[config.mk]
export PLATFORM = sky130hd
export DESIGN_NAME = mem_port_arbiter_flat
export DESIGN_NICKNAME = d
export VERILOG_FILES = /design/src/rtl/mem_port_arbiter_if.sv /design/src/rtl/mem_port_arbiter.sv /design/src/flat_wrapper.sv
export SDC_FILE = /design/constraint.sdc
export NUM_CORES = 1
export LEC_CHECK = 0
export ABC_AREA = 1
export BUFFER_PORTS_ARGS = -buffer_cell sky130_fd_sc_hd__buf_2
export CAP_MARGIN = 30
export CORE_MARGIN = 2
export CORE_UTILIZATION = 48
export CTS_CLUSTER_SIZE = 14
export DETAILED_ROUTE_END_ITERATION = 8
export PLACE_DENSITY_LB_ADDON = 0.15
export SYNTH_ARGS = -nofsm -noshare
export SYNTH_HDL_FRONTEND = slang
export SYNTH_SLANG_ARGS = --single-unit
[constraint.sdc]
create_clock -name clk -period 4.2 [get_ports clk]
set_clock_uncertainty 0.15 [all_clocks]
set_input_delay 0.63 -clock clk [delete_from_list [all_inputs] [get_ports clk]]
set_output_delay 0.63 -clock clk [all_outputs]
set_load 0.005 [all_outputs]
[src/rtl/mem_port_arbiter_if.sv]
// Requester and memory-side signals of the shared PS/PL memory port arbiter.
// The arbiter uses the slave view; the requesters and memory model use the master view.
interface mem_port_arbiter_if;
  logic        ps_req;
  logic [2:0]  ps_cmd;
  logic [7:0]  ps_addr;
  logic [31:0] ps_wdata;
  logic        ps_gnt;
  logic        ps_rvalid;
  logic [31:0] ps_rdata;

  logic        pl_req;
  logic [2:0]  pl_cmd;
  logic [7:0]  pl_addr;
  logic [31:0] pl_wdata;
  logic        pl_gnt;
  logic        pl_rvalid;
  logic [31:0] pl_rdata;

  logic [2:0]  mem_cmd;
  logic [7:0]  mem_addr;
  logic [31:0] mem_wdata;
  logic [31:0] mem_rdata;

  modport slave (
    input  ps_req, ps_cmd, ps_addr, ps_wdata,
    input  pl_req, pl_cmd, pl_addr, pl_wdata,
    input  mem_rdata,
    output ps_gnt, ps_rvalid, ps_rdata,
    output pl_gnt, pl_rvalid, pl_rdata,
    output mem_cmd, mem_addr, mem_wdata
  );

  modport master (
    output ps_req, ps_cmd, ps_addr, ps_wdata,
    output pl_req, pl_cmd, pl_addr, pl_wdata,
    output mem_rdata,
    input  ps_gnt, ps_rvalid, ps_rdata,
    input  pl_gnt, pl_rvalid, pl_rdata,
    input  mem_cmd, mem_addr, mem_wdata
  );
endinterface

[src/rtl/mem_port_arbiter.sv]
// Round-robin arbiter sharing the single command/address/data port of the
// 256 x 32 shared memory between the PS loader and the PL matrix calculator.
// One transaction is in flight at a time; read data goes back only to the
// requester that issued the read. Memory commands: 2 = write, 3 = read, 4 = idle.
module mem_port_arbiter #(
  parameter int RD_LAT = 2
) (
  input  logic              clk,
  input  logic              rst,
  mem_port_arbiter_if.slave bus,
  output logic              busy
);

  localparam logic [2:0] CMD_WR    = 3'd2;
  localparam logic [2:0] CMD_RD    = 3'd3;
  localparam logic [2:0] CMD_IDLE  = 3'd4;
  localparam logic [3:0] WAIT_LOAD = 4'(RD_LAT - 1);

  typedef enum logic [1:0] {IDLE, ISSUE, RD_WAIT} state_t;

  state_t      state_q,    state_d;
  logic [3:0]  waitCnt_q,  waitCnt_d;
  logic        lastPl_q,   lastPl_d;
  logic        ownerPl_q,  ownerPl_d;
  logic        psGnt_q,    psGnt_d;
  logic        plGnt_q,    plGnt_d;
  logic        psRvalid_q, psRvalid_d;
  logic        plRvalid_q, plRvalid_d;
  logic [31:0] psRdata_q,  psRdata_d;
  logic [31:0] plRdata_q,  plRdata_d;
  logic [2:0]  memCmd_q,   memCmd_d;
  logic [7:0]  memAddr_q,  memAddr_d;
  logic [31:0] memWdata_q, memWdata_d;

  logic psValid;
  logic plValid;
  logic pickPl;

  // Only write and read commands count as requests; anything else is ignored.
  assign psValid = bus.ps_req && (bus.ps_cmd == CMD_WR || bus.ps_cmd == CMD_RD);
  assign plValid = bus.pl_req && (bus.pl_cmd == CMD_WR || bus.pl_cmd == CMD_RD);
  // On a tie the requester not granted most recently wins.
  assign pickPl  = plValid && (!psValid || !lastPl_q);

  assign bus.ps_gnt    = psGnt_q;
  assign bus.pl_gnt    = plGnt_q;
  assign bus.ps_rvalid = psRvalid_q;
  assign bus.pl_rvalid = plRvalid_q;
  assign bus.ps_rdata  = psRdata_q;
  assign bus.pl_rdata  = plRdata_q;
  assign bus.mem_cmd   = memCmd_q;
  assign bus.mem_addr  = memAddr_q;
  assign bus.mem_wdata = memWdata_q;
  assign busy          = (state_q != IDLE);

  // Next-state and registered-output logic for the IDLE/ISSUE/RD_WAIT sequence.
  always_comb begin
    state_d    = state_q;
    waitCnt_d  = waitCnt_q;
    lastPl_d   = lastPl_q;
    ownerPl_d  = ownerPl_q;
    psGnt_d    = 1'b0;
    plGnt_d    = 1'b0;
    psRvalid_d = 1'b0;
    plRvalid_d = 1'b0;
    psRdata_d  = psRdata_q;
    plRdata_d  = plRdata_q;
    memCmd_d   = memCmd_q;
    memAddr_d  = memAddr_q;
    memWdata_d = memWdata_q;

    case (state_q)
      IDLE: begin
        if (psValid || plValid) begin
          ownerPl_d = pickPl;
          lastPl_d  = pickPl;
          state_d   = ISSUE;
          if (pickPl) begin
            plGnt_d    = 1'b1;
            memCmd_d   = bus.pl_cmd;
            memAddr_d  = bus.pl_addr;
            memWdata_d = bus.pl_wdata;
          end else begin
            psGnt_d    = 1'b1;
            memCmd_d   = bus.ps_cmd;
            memAddr_d  = bus.ps_addr;
            memWdata_d = bus.ps_wdata;
          end
        end
      end
      ISSUE: begin
        memCmd_d = CMD_IDLE;
        if (memCmd_q == CMD_RD) begin
          waitCnt_d = WAIT_LOAD;
          state_d   = RD_WAIT;
        end else begin
          state_d = IDLE;
        end
      end
      RD_WAIT: begin
        if (waitCnt_q == 4'd0) begin
          state_d = IDLE;
          if (ownerPl_q) begin
            plRdata_d  = bus.mem_rdata;
            plRvalid_d = 1'b1;
          end else begin
            psRdata_d  = bus.mem_rdata;
            psRvalid_d = 1'b1;
          end
        end else begin
          waitCnt_d = waitCnt_q - 4'd1;
        end
      end
      default: state_d = IDLE;
    endcase
  end

  // State and output registers; reset abandons any transaction in flight.
  always_ff @(posedge clk or posedge rst) begin
    if (rst) begin
      state_q    <= IDLE;
      waitCnt_q  <= 4'd0;
      lastPl_q   <= 1'b1;
      ownerPl_q  <= 1'b0;
      psGnt_q    <= 1'b0;
      plGnt_q    <= 1'b0;
      psRvalid_q <= 1'b0;
      plRvalid_q <= 1'b0;
      psRdata_q  <= 32'd0;
      plRdata_q  <= 32'd0;
      memCmd_q   <= CMD_IDLE;
      memAddr_q  <= 8'd0;
      memWdata_q <= 32'd0;
    end else begin
      state_q    <= state_d;
      waitCnt_q  <= waitCnt_d;
      lastPl_q   <= lastPl_d;
      ownerPl_q  <= ownerPl_d;
      psGnt_q    <= psGnt_d;
      plGnt_q    <= plGnt_d;
      psRvalid_q <= psRvalid_d;
      plRvalid_q <= plRvalid_d;
      psRdata_q  <= psRdata_d;
      plRdata_q  <= plRdata_d;
      memCmd_q   <= memCmd_d;
      memAddr_q  <= memAddr_d;
      memWdata_q <= memWdata_d;
    end
  end

endmodule

[src/flat_wrapper.sv]
// flat-port wrapper written by rule: the top's interface ports become plain ports
module mem_port_arbiter_flat 
#(
  parameter int RD_LAT = 2
)
  (clk, rst, busy, bus_ps_req, bus_ps_cmd, bus_ps_addr, bus_ps_wdata, bus_pl_req, bus_pl_cmd, bus_pl_addr, bus_pl_wdata, bus_mem_rdata, bus_ps_gnt, bus_ps_rvalid, bus_ps_rdata, bus_pl_gnt, bus_pl_rvalid, bus_pl_rdata, bus_mem_cmd, bus_mem_addr, bus_mem_wdata);
  mem_port_arbiter_if bus_i ();
  input  logic clk;
  input  logic rst;
  output logic busy;
  input wire logic [$bits(bus_i.ps_req)-1:0] bus_ps_req;
  input wire logic [$bits(bus_i.ps_cmd)-1:0] bus_ps_cmd;
  input wire logic [$bits(bus_i.ps_addr)-1:0] bus_ps_addr;
  input wire logic [$bits(bus_i.ps_wdata)-1:0] bus_ps_wdata;
  input wire logic [$bits(bus_i.pl_req)-1:0] bus_pl_req;
  input wire logic [$bits(bus_i.pl_cmd)-1:0] bus_pl_cmd;
  input wire logic [$bits(bus_i.pl_addr)-1:0] bus_pl_addr;
  input wire logic [$bits(bus_i.pl_wdata)-1:0] bus_pl_wdata;
  input wire logic [$bits(bus_i.mem_rdata)-1:0] bus_mem_rdata;
  output wire logic [$bits(bus_i.ps_gnt)-1:0] bus_ps_gnt;
  output wire logic [$bits(bus_i.ps_rvalid)-1:0] bus_ps_rvalid;
  output wire logic [$bits(bus_i.ps_rdata)-1:0] bus_ps_rdata;
  output wire logic [$bits(bus_i.pl_gnt)-1:0] bus_pl_gnt;
  output wire logic [$bits(bus_i.pl_rvalid)-1:0] bus_pl_rvalid;
  output wire logic [$bits(bus_i.pl_rdata)-1:0] bus_pl_rdata;
  output wire logic [$bits(bus_i.mem_cmd)-1:0] bus_mem_cmd;
  output wire logic [$bits(bus_i.mem_addr)-1:0] bus_mem_addr;
  output wire logic [$bits(bus_i.mem_wdata)-1:0] bus_mem_wdata;
  assign bus_i.ps_req = bus_ps_req;
  assign bus_i.ps_cmd = bus_ps_cmd;
  assign bus_i.ps_addr = bus_ps_addr;
  assign bus_i.ps_wdata = bus_ps_wdata;
  assign bus_i.pl_req = bus_pl_req;
  assign bus_i.pl_cmd = bus_pl_cmd;
  assign bus_i.pl_addr = bus_pl_addr;
  assign bus_i.pl_wdata = bus_pl_wdata;
  assign bus_i.mem_rdata = bus_mem_rdata;
  assign bus_ps_gnt = bus_i.ps_gnt;
  assign bus_ps_rvalid = bus_i.ps_rvalid;
  assign bus_ps_rdata = bus_i.ps_rdata;
  assign bus_pl_gnt = bus_i.pl_gnt;
  assign bus_pl_rvalid = bus_i.pl_rvalid;
  assign bus_pl_rdata = bus_i.pl_rdata;
  assign bus_mem_cmd = bus_i.mem_cmd;
  assign bus_mem_addr = bus_i.mem_addr;
  assign bus_mem_wdata = bus_i.mem_wdata;
  mem_port_arbiter #(.RD_LAT(RD_LAT)) u_core (.clk(clk), .rst(rst), .bus(bus_i), .busy(busy));
endmodule
==> results of run 1 <==
==> per-layer routing <==
metal / vias to the layer above / GRT usage, % / routed length (µm)
met4: 0 / 10.7 / 243
li1: 2417 / - / -
met2: 201 / 38.5 / 6660
met1: 2253 / 28.2 / 5790
met5: - / 0 / 0
met3: 19 / 6.29 / 1020
==> cell families (layout without fill, tap and decap cells) <==
| family | count (synthesis) | after routing | share of synthesized area [%] |
|---|---|---|---|
| buffers and inverters | 87 | 324 | 8.27 |
| adder cells (fa/ha/maj) | 4 | 4 | 0.926 |
| AND/OR/NAND/NOR | 347 | 347 | 25.9 |
| flip-flops | 119 | 119 | 55.2 |
| XOR/XNOR | 1 | 1 | 0.162 |
| AO/OA/AOI/OAI | 72 | 72 | 9.59 |
==> Yosys cell counts (4+ instances only) <==
cell,instances,area [µm²]
nand2_1,281,1050
o21ai_1,4,20.0
dfrtp_1,117,2930
nand3_1,49,245
ha_1,4,50.1
o21ai_0,24,120
buf_4,4,30.0
nand2_2,4,25.0
nor2_1,8,30.0
inv_1,48,180
o21ai_2,42,368
buf_6,12,135
buf_2,12,60.1
inv_2,5,18.8
==> state kept, by name (all words and copies together) (netlist names), 2 cells and up <==
| register | flops |
|---|---|
| u_core.bus.mem_wdata | 32 |
| u_core.bus.ps_rdata | 32 |
| u_core.waitCnt_q | 4 |
| u_core.bus.mem_addr | 8 |
| u_core.bus.mem_cmd | 3 |
| u_core.state_q | 2 |
| u_core.bus.pl_rdata | 32 |
==> placed cells by master (no fill, tap or decap), types with 3 or more instances in the layout <==
master      synthesis  routed
nand2_2             4       4
inv_1              48      47
o21ai_0            24      24
clkinvlp_4          0       3
dfrtp_1           117     117
nand2_1           281     281
ha_1                4       4
buf_2              12     233
clkinv_2            0       4
o21ai_1             4       4
nor2_1              8       8
inv_2               5       5
bufinv_16           0       3
o21ai_2            42      42
clkbuf_16           0      17
buf_4               4       6
inv_6               0       3
nand3_1            49      49
==> worst min-delay path by stage <==
| stage | to | slack [ns] | cells after the start |
|---|---|---|---|
| after detailed placement | u_core.bus.pl_rdata[27] | 0.31 | 2 |
| after floorplan | u_core.bus.mem_addr[0] | 0.32 | 2 |
| after global placement | u_core.bus.mem_addr[7] | 0.31 | 2 |
| after global routing | u_core.bus.pl_rdata[27] | 0.34 | 2 |
| after CTS | u_core.bus.ps_rdata[26] | 0.30 | 2 |
| final | u_core.bus.ps_rdata[26] | 0.27 | 2 |
==> report_power, final <==
group	internal (µW)	switching [µW]	total, µW
Sequential	1380	139	1520
Clock	934	523	1460
Combinational	316	402	718
==> final cells by class <==
| class | instances | area (µm²) | share of cell area [%] |
|---|---|---|---|
| Inverter | 53 | 201 | 2.82 |
| Sequential cell | 119 | 2980 | 41.7 |
| Multi-Input combinational cell | 424 | 1980 | 27.7 |
| Clock buffer | 17 | 425 | 5.95 |
| Clock inverter | 15 | 176 | 2.47 |
| Timing Repair Buffer | 239 | 1210 | 16.9 |
| Tap cell | 140 | 175 | 2.45 |
==> stage by stage <==
step	hold slack [ns]	util, %	total power (µW)	setup WS [ns]
2_1_floorplan	0.322	-	1880	0.266
3_3_place_gp	0.308	59.9	2230	1.48
3_5_place_dp	0.312	59.9	2250	1.40
4_1_cts	0.296	65.4	3730	1.82
5_1_grt	0.343	65.4	3900	1.62
6_report	0.275	65.4	3690	1.83
==> flow_metrics.py, run 1 <==
metrics = {
    "run_status": {
        "status": "finished, final reports clean",
    },
    "critical_path": {
        "crit_required_ns": 4.34,
        "cp-end-kind": "flip-flop",
        "worstReg2RegEnd": "u_core.bus.pl_rdata[29]",
        "rr_worst_depth": 8,
        "critPathMostFrequentCell": "nand2_1",
        "crit_fanout": 43,
        "rrSetupSlack_ns": 1.84,
        "critPathArrivalTime_ns": 2.51,
        "cp_slowest_cell": "nand2_2",
        "cpPeakStageDelay_ns": 0.64,
        "crit_buf_inv": 3,
        "critPathLaunch": "bus_pl_cmd[2]",
        "crit_chain": "buf_2 > inv_1 > nand3_1 > inv_2 > nand2_2 > nand2_1 > nand2_1 > nand2_1 > nand2_1",
        "startpoint_type": "input pin",
        "worstSetupEndpoint": "u_core.bus.mem_wdata[21]",
        "crit_cells": 9,
        "r2r_start": "u_core.state_q[0]",
        "crit_family": "simple AND/OR/NAND/NOR gates",
        "critPathKind": "input pin to flip-flop",
    },
    "floorplanning": {
        "fp.coreArea_mm2": 0.0109,
        "die_x_um": 110,
        "initial_core_util_pct": 49.4,
        "ios": 234,
        "die_y_um": 110,
        "rows": 38,
        "die-area_mm2": 0.0121,
    },
    "route": {
        "dr.pass1.iters": 4,
        "via_count": 4890,
        "drtAntennaViolNets": 0,
        "detail_route.vias_per_cell": 4.86,
        "first_iter_violations": 290,
        "avgRoutedWirePerCell_um": 13.6,
        "drc_errors": 0,
        "finalWirelength_um": 13700,
    },
    "sta": {
        "setup_viol_count_final": 0,
        "fmaxAchievable_ghz": 0.423,
        "slew_violations": 0,
        "tns_ns": 0,
        "rsz0062_at_grt": "no",
        "min_period_ns": 2.37,
        "worst_pin_slew_ns": 0.882,
        "slew_headroom_pct": 41.2,
        "fin_crit_sh_pct": 56.3,
        "hold_violations": 0,
    },
    "yosys": {
        "synth-seq-area-share_pct": 55.2,
        "ys_warn_count": 0,
        "syn_inst": 630,
        "synth_area_mm2": 0.00540,
        "synth.distinct_cells": 22,
        "synth_edf_count": 0,
        "ys_ff_latch": 119,
        "synth_fp_nets": 756,
        "async_flop_share_pct": 100,
        "ys.flop_type": "dfrtp_1",
        "syn_avg_cell_area_um2": 8.58,
    },
    "global_routing": {
        "antenna_found_initial": 0,
        "grt_usage_pct": 23.2,
        "grt_start_max_net_pins": 74,
        "grt_pass1_wl_um": 21600,
        "grt_pass1_vias": 4786,
        "overflow": 0,
    },
    "cells_and_area": {
        "syn2layout_area_growth_pct": 32.3,
        "fin_cells": 1007,
        "fill_cells": 937,
        "final_nets": 980,
        "diodes": 0,
        "final_layout_size_suffix_gt1_share_pct": 37.7,
        "design_area_mm2": 0.00715,
    },
    "power_and_ir_drop": {
        "p_leak_uw": 0.00408,
        "power_density_mw_per_mm2": 516,
        "irDropWorstVdd_uv": 359,
    },
    "placement": {
        "place_congestion": 0.817,
        "dp_hpwl_um": 9610,
        "dp.cells": 975,
        "portBuffers": 233,
        "dpl_cell_area_mm2": 0.00655,
    },
    "cts": {
        "clk_latency_ns": 0.41,
        "clockBufferDepth": 2,
        "cts_htree_levels": 4,
        "cts_tree": "yes",
        "cts_resized": 0,
        "root_buffer": "clkbuf_16",
        "cts_buffers": 17,
        "cts_hold_buffers": 0,
        "path_clk_slew_ns": 0.05,
        "clock-sinks": 119,
        "cts_setup_buffers": 0,
    },
    "job": {
        "maxCapViolCount": 0,
    },
    "hold_path": {
        "hp-class": "input pin to async pin",
    },
}
Note: power is estimated with default switching activity, not from simulation.
==> run 2, diff against run 1 <==
==> constraint.sdc (replaced) <==
create_clock -name clk -period 2.5 [get_ports clk]
set_clock_uncertainty 0.15 [all_clocks]
set_input_delay 0.375 -clock clk [delete_from_list [all_inputs] [get_ports clk]]
set_output_delay 0.375 -clock clk [all_outputs]
set_load 0.005 [all_outputs]
==> flow_metrics.py, run 2 (synthesis gave the netlist of run 1 again) <==
metrics = {
    "critical_path": {
        "crit_buf_inv": 3,
        "cp-end-kind": "output pin",
        "critPathLaunch": "u_core.state_q[0]",
        "crit_chain": "inv_1 > ha_1 > inv_1 > buf_2",
        "critPathArrivalTime_ns": 1.38,
        "cp_slowest_cell": "dfrtp_1",
        "crit_family": "flip-flops",
        "critPathMostFrequentCell": "inv_1",
        "startpoint_type": "flip-flop",
        "rr_worst_depth": 8,
        "critPathKind": "flip-flop to output pin",
        "crit_cells": 4,
        "r2r_start": "u_core.waitCnt_q[0]",
        "crit_required_ns": 1.98,
        "cpPeakStageDelay_ns": 0.39,
        "crit_fanout": 4,
    },
    "route": {
        "via_count": 4791,
        "dr_wl_met2_um": 6470,
        "detail_route.vias_per_cell": 4.75,
        "first_iter_violations": 297,
        "topRoutingLayerUsed": "met4",
        "drtAntennaViolNets": 0,
        "wl_met3_um": 1050,
        "wl_met1_um": 5760,
        "finalWirelength_um": 13300,
        "drc_errors": 0,
        "avgRoutedWirePerCell_um": 13.2,
        "dr.pass1.iters": 5,
    },
    "job": {
        "maxCapViolCount": 0,
    },
    "cts": {
        "cts_tree": "yes",
        "cts_htree_levels": 4,
        "root_buffer": "clkbuf_16",
        "clock-sinks": 119,
        "clockBufferDepth": 2,
        "cts_setup_buffers": 0,
        "cts_buffers": 17,
        "clk_latency_ns": 0.40,
        "path_clk_slew_ns": 0.05,
        "cts_hold_buffers": 0,
        "cts_resized": 0,
    },
    "cells_and_area": {
        "fill_cells": 919,
        "final_nets": 982,
        "final_layout_size_suffix_gt1_share_pct": 37.6,
        "final_common_cell": "nand2_1",
        "mostFrequentLayoutCells": "281 x nand2_1, 233 x buf_2, 117 x dfrtp_1",
        "design_area_mm2": 0.00720,
        "syn2layout_area_growth_pct": 33.2,
        "diodes": 0,
    },
    "placement": {
        "portBuffers": 233,
        "dp_hpwl_um": 9490,
        "place_congestion": 0.797,
        "dpl_cell_area_mm2": 0.00661,
    },
    "run_status": {
        "status": "finished, final reports clean",
    },
    "floorplanning": {
        "rows": 38,
        "ios": 234,
        "fp.coreArea_mm2": 0.0109,
        "die-area_mm2": 0.0121,
        "die_y_um": 110,
        "initial_core_util_pct": 49.4,
        "die_x_um": 110,
    },
    "global_routing": {
        "antenna_found_initial": 0,
        "grt_pass1_wl_um": 21000,
        "grt_pass1_vias": 4544,
        "overflow": 0,
        "grt_usage_pct": 22.4,
        "grt_start_max_net_pins": 120,
    },
    "sta": {
        "slew_headroom_pct": 58.2,
        "tns_ns": 0,
        "rsz0062_at_grt": "no",
        "hold_violations": 0,
        "min_period_ns": 1.90,
        "setup_viol_count_final": 0,
        "fmaxAchievable_ghz": 0.526,
        "fin_crit_sh_pct": 76.0,
        "worst_pin_slew_ns": 0.627,
        "slew_violations": 0,
    },
    "power_and_ir_drop": {
        "power_density_mw_per_mm2": 852,
        "irDropWorstVdd_uv": 435,
        "p_leak_uw": 0.00411,
    },
    "hold_path": {
        "hp-class": "input pin to async pin",
    },
}
[run 2: changes by cell type in the layout (fill, tap and decap cells not counted)]
cell | previous run | this run
inv_6 | 3 | 0
bufinv_16 | 3 | 2
clkbuf_1 | 0 | 2
buf_12 | 0 | 4
clkinvlp_4 | 3 | 2
clkinv_4 | 2 | 0
inv_4 | 1 | 0
clkinv_2 | 4 | 6
clkbuf_8 | 0 | 4
buf_4 | 6 | 4
[run 2: through the flow]
stage / total power (µW) / utilization [%] / setup slack (ns) / hold slack, ns / cells
CTS: 6220 / 65.8 / 0.570 / 0.0345 / 1009
finish: 6130 / 65.8 / 0.599 / 0.0000221 / 1009
detailed placement: 3800 / 60.5 / 0.639 / 0.310 / 977
floorplan: 3150 / - / 0.521 / 0.322 / 630
global placement: 3770 / 60.5 / 0.721 / 0.307 / 977
global route: 6490 / 65.8 / 0.479 / 0.0756 / 1009
[run 2: path summary, 6_finish.rpt]
path / to / slack [ns]
max in group asynchronous: u_core.bus.mem_wdata[29] / 1.72
setup reg to reg: u_core.bus.pl_rdata[3] / 0.64
hold / removal: u_core.bus.mem_wdata[15] / 0.00002
min in group clk: u_core.bus.pl_rdata[6] / 0.09
setup / recovery: busy / 0.60
hold reg to reg: u_core.bus.mem_wdata[6] / 0.32
[run 2: layout make-up]
type | instances | area, µm² | area share, %
flip-flops and latches | 119 | 2980 | 41.4
multi-input cells | 424 | 1980 | 27.5
repair buffers | 241 | 1280 | 17.7
clock buffers | 23 | 488 | 6.78
inverters | 53 | 203 | 2.82
well taps | 140 | 175 | 2.43
clock inverters | 9 | 97.6 | 1.36
[run 2: layer usage]
metal | vias to the layer above | GRT usage, %
li1 | 2416 | -
met3 | 4 | 6.23
met4 | 0 | 7.50
met2 | 185 | 36.9
met5 | - | 0
met1 | 2186 | 28.6
[run 2: worst min-delay path, delay by kind of cell]
kind     cells  cell delay, ns
buf+inv      3            0.63
[run 2: power by group]
group          internal [µW]  switching [µW]  total [µW]
clock network           1560             801        2360
logic                    544             684        1230
registers               2310             225        2540
==> run 3, diff against run 2 <==
==> constraint.sdc (replaced) <==
create_clock -name clk -period 2 [get_ports clk]
set_clock_uncertainty 0.15 [all_clocks]
set_input_delay 0.3 -clock clk [delete_from_list [all_inputs] [get_ports clk]]
set_output_delay 0.3 -clock clk [all_outputs]
set_load 0.005 [all_outputs]
==> flow_metrics.py, run 3 (synthesis gave the netlist of run 1 again) <==
metrics = {
    "cts": {
        "cts_setup_buffers": 0,
        "root_buffer": "clkbuf_16",
        "path_clk_slew_ns": 0.05,
        "cts_resized": 0,
        "cts_hold_buffers": 3,
        "clockBufferDepth": 2,
        "clk_latency_ns": 0.40,
        "cts_htree_levels": 4,
        "cts_tree": "yes",
        "clock-sinks": 119,
        "cts_buffers": 17,
    },
    "floorplanning": {
        "initial_core_util_pct": 49.4,
        "ios": 234,
        "fp.coreArea_mm2": 0.0109,
        "die_y_um": 110,
        "rows": 38,
        "die_x_um": 110,
        "die-area_mm2": 0.0121,
    },
    "route": {
        "drc_errors": 0,
        "drtAntennaViolNets": 0,
        "via_count": 4807,
        "dr.pass1.iters": 5,
        "finalWirelength_um": 13400,
        "first_iter_violations": 307,
        "avgRoutedWirePerCell_um": 13.2,
        "detail_route.vias_per_cell": 4.74,
    },
    "critical_path": {
        "r2r_start": "u_core.state_q[0]",
        "crit_buf_inv": 3,
        "cpPeakStageDelay_ns": 0.40,
        "critPathKind": "flip-flop to output pin",
        "worstReg2RegEnd": "u_core.bus.pl_rdata[2]",
        "rrSetupSlack_ns": 0.27,
        "crit_fanout": 4,
        "cp_slowest_cell": "dfrtp_1",
        "crit_chain": "inv_1 > ha_1 > inv_1 > buf_2",
        "rr_worst_depth": 8,
        "critPathArrivalTime_ns": 1.39,
        "crit_required_ns": 1.55,
        "critPathLaunch": "u_core.state_q[0]",
        "crit_family": "flip-flops",
        "cp-end-kind": "output pin",
        "critPathMostFrequentCell": "inv_1",
        "startpoint_type": "flip-flop",
    },
    "run_status": {
        "status": "finished, final reports clean",
    },
    "sta": {
        "tns_ns": 0,
        "slew_violations": 0,
        "setup_viol_count_final": 0,
        "slew_headroom_pct": 59.0,
        "worst_pin_slew_ns": 0.615,
        "hold_violations": 0,
        "rsz0062_at_grt": "no",
        "min_period_ns": 1.84,
        "fmaxAchievable_ghz": 0.544,
        "fin_crit_sh_pct": 91.9,
    },
    "global_routing": {
        "grt_pass1_vias": 4655,
        "antenna_found_initial": 0,
        "overflow": 0,
        "grt_start_max_net_pins": 120,
        "grt_pass1_wl_um": 21500,
        "grt_usage_pct": 22.9,
    },
    "placement": {
        "place_congestion": 0.835,
        "dp_hpwl_um": 9580,
        "portBuffers": 233,
    },
    "cells_and_area": {
        "mostFrequentLayoutCells": "281 x nand2_1, 233 x buf_2, 117 x dfrtp_1",
        "final_common_cell": "nand2_1",
        "final_nets": 989,
        "syn2layout_area_growth_pct": 34.9,
        "diodes": 0,
        "final_layout_size_suffix_gt1_share_pct": 37.7,
        "final_core_util_pct": 66.7,
    },
    "power_and_ir_drop": {
        "irDropWorstVdd_uv": 676,
        "pwr-share-seq_pct": 40.7,
        "power_density_mw_per_mm2": 1070,
        "p_sw_uw": 2140,
        "internal_power_uw": 5660,
        "p_leak_uw": 0.00414,
        "combPwrFrac_pct": 19.8,
        "swShare_pct": 27.4,
        "pwr-share-clk_pct": 39.5,
    },
    "hold_path": {
        "hold_start": "bus_mem_rdata[7]",
        "whs_path_depth": 3,
        "hp-class": "input pin to flip-flop",
        "whs_endpoint": "u_core.bus.pl_rdata[7]",
    },
    "job": {
        "maxCapViolCount": 0,
    },
}
-- run 3: area by class of cell --
type                            count  area (µm²)
Fill cell                         892        3640
Sequential cell                   119        2980
Multi-Input combinational cell    424        1980
Timing Repair Buffer              248        1350
Clock buffer                       23         488
Inverter                           53         203
Tap cell                          140         175
Clock inverter                      8         120
-- run 3: power groups by stage --
stage / sequential, µW / combinational, µW / clock [µW]
5_1_grt: 3230 / 1770 / 3260
3_5_place_dp: 3180 / 1580 / 0
3_3_place_gp: 3200 / 1520 / 0
4_1_cts: 3170 / 1580 / 3140
6_report: 3180 / 1540 / 3080
2_1_floorplan: 3210 / 734 / 0
-- run 3: metal layers --
| metal | global-route usage (%) | part of all wire (%) |
|---|---|---|
| met4 | 7.50 | 0.92 |
| met3 | 7.11 | 8.3 |
| met1 | 29.1 | 43 |
| met5 | 0 | 0 |
| met2 | 37.2 | 48 |
-- run 3: stage by stage --
stage                     std cells  power, µW  hold slack [ns]  area, µm²  worst slack [ns]
after floorplan                 630       3940            0.302       5410            0.0963
after global placement          981       4720            0.308       6650             0.322
after detailed placement        981       4760            0.311       6650             0.262
after CTS                      1015       7890         0.000438       7290             0.126
after global routing           1015       8260           0.0113       7290            0.0803
final                          1015       7800           0.0175       7290             0.162
-- run 3: worst max path at each step --
stage,end,depth (start not counted)
6_report,busy,4
5_1_grt,busy,4
4_1_cts,busy,4
3_5_place_dp,u_core.bus.pl_rdata[2],8
3_3_place_gp,u_core.bus.pl_rdata[2],8
2_1_floorplan,u_core.bus.mem_addr[0],1
-- run 3: worst reg2reg max path: stages, from the launching register on --
cell and delay, ns:
dfrtp_1 0.40, inv_1 0.09, ha_1 0.24, nand4_2 0.14, inv_2 0.09, nand2_2 0.06
buf_4 0.25, nand2_1 0.11, o21ai_0 0.09
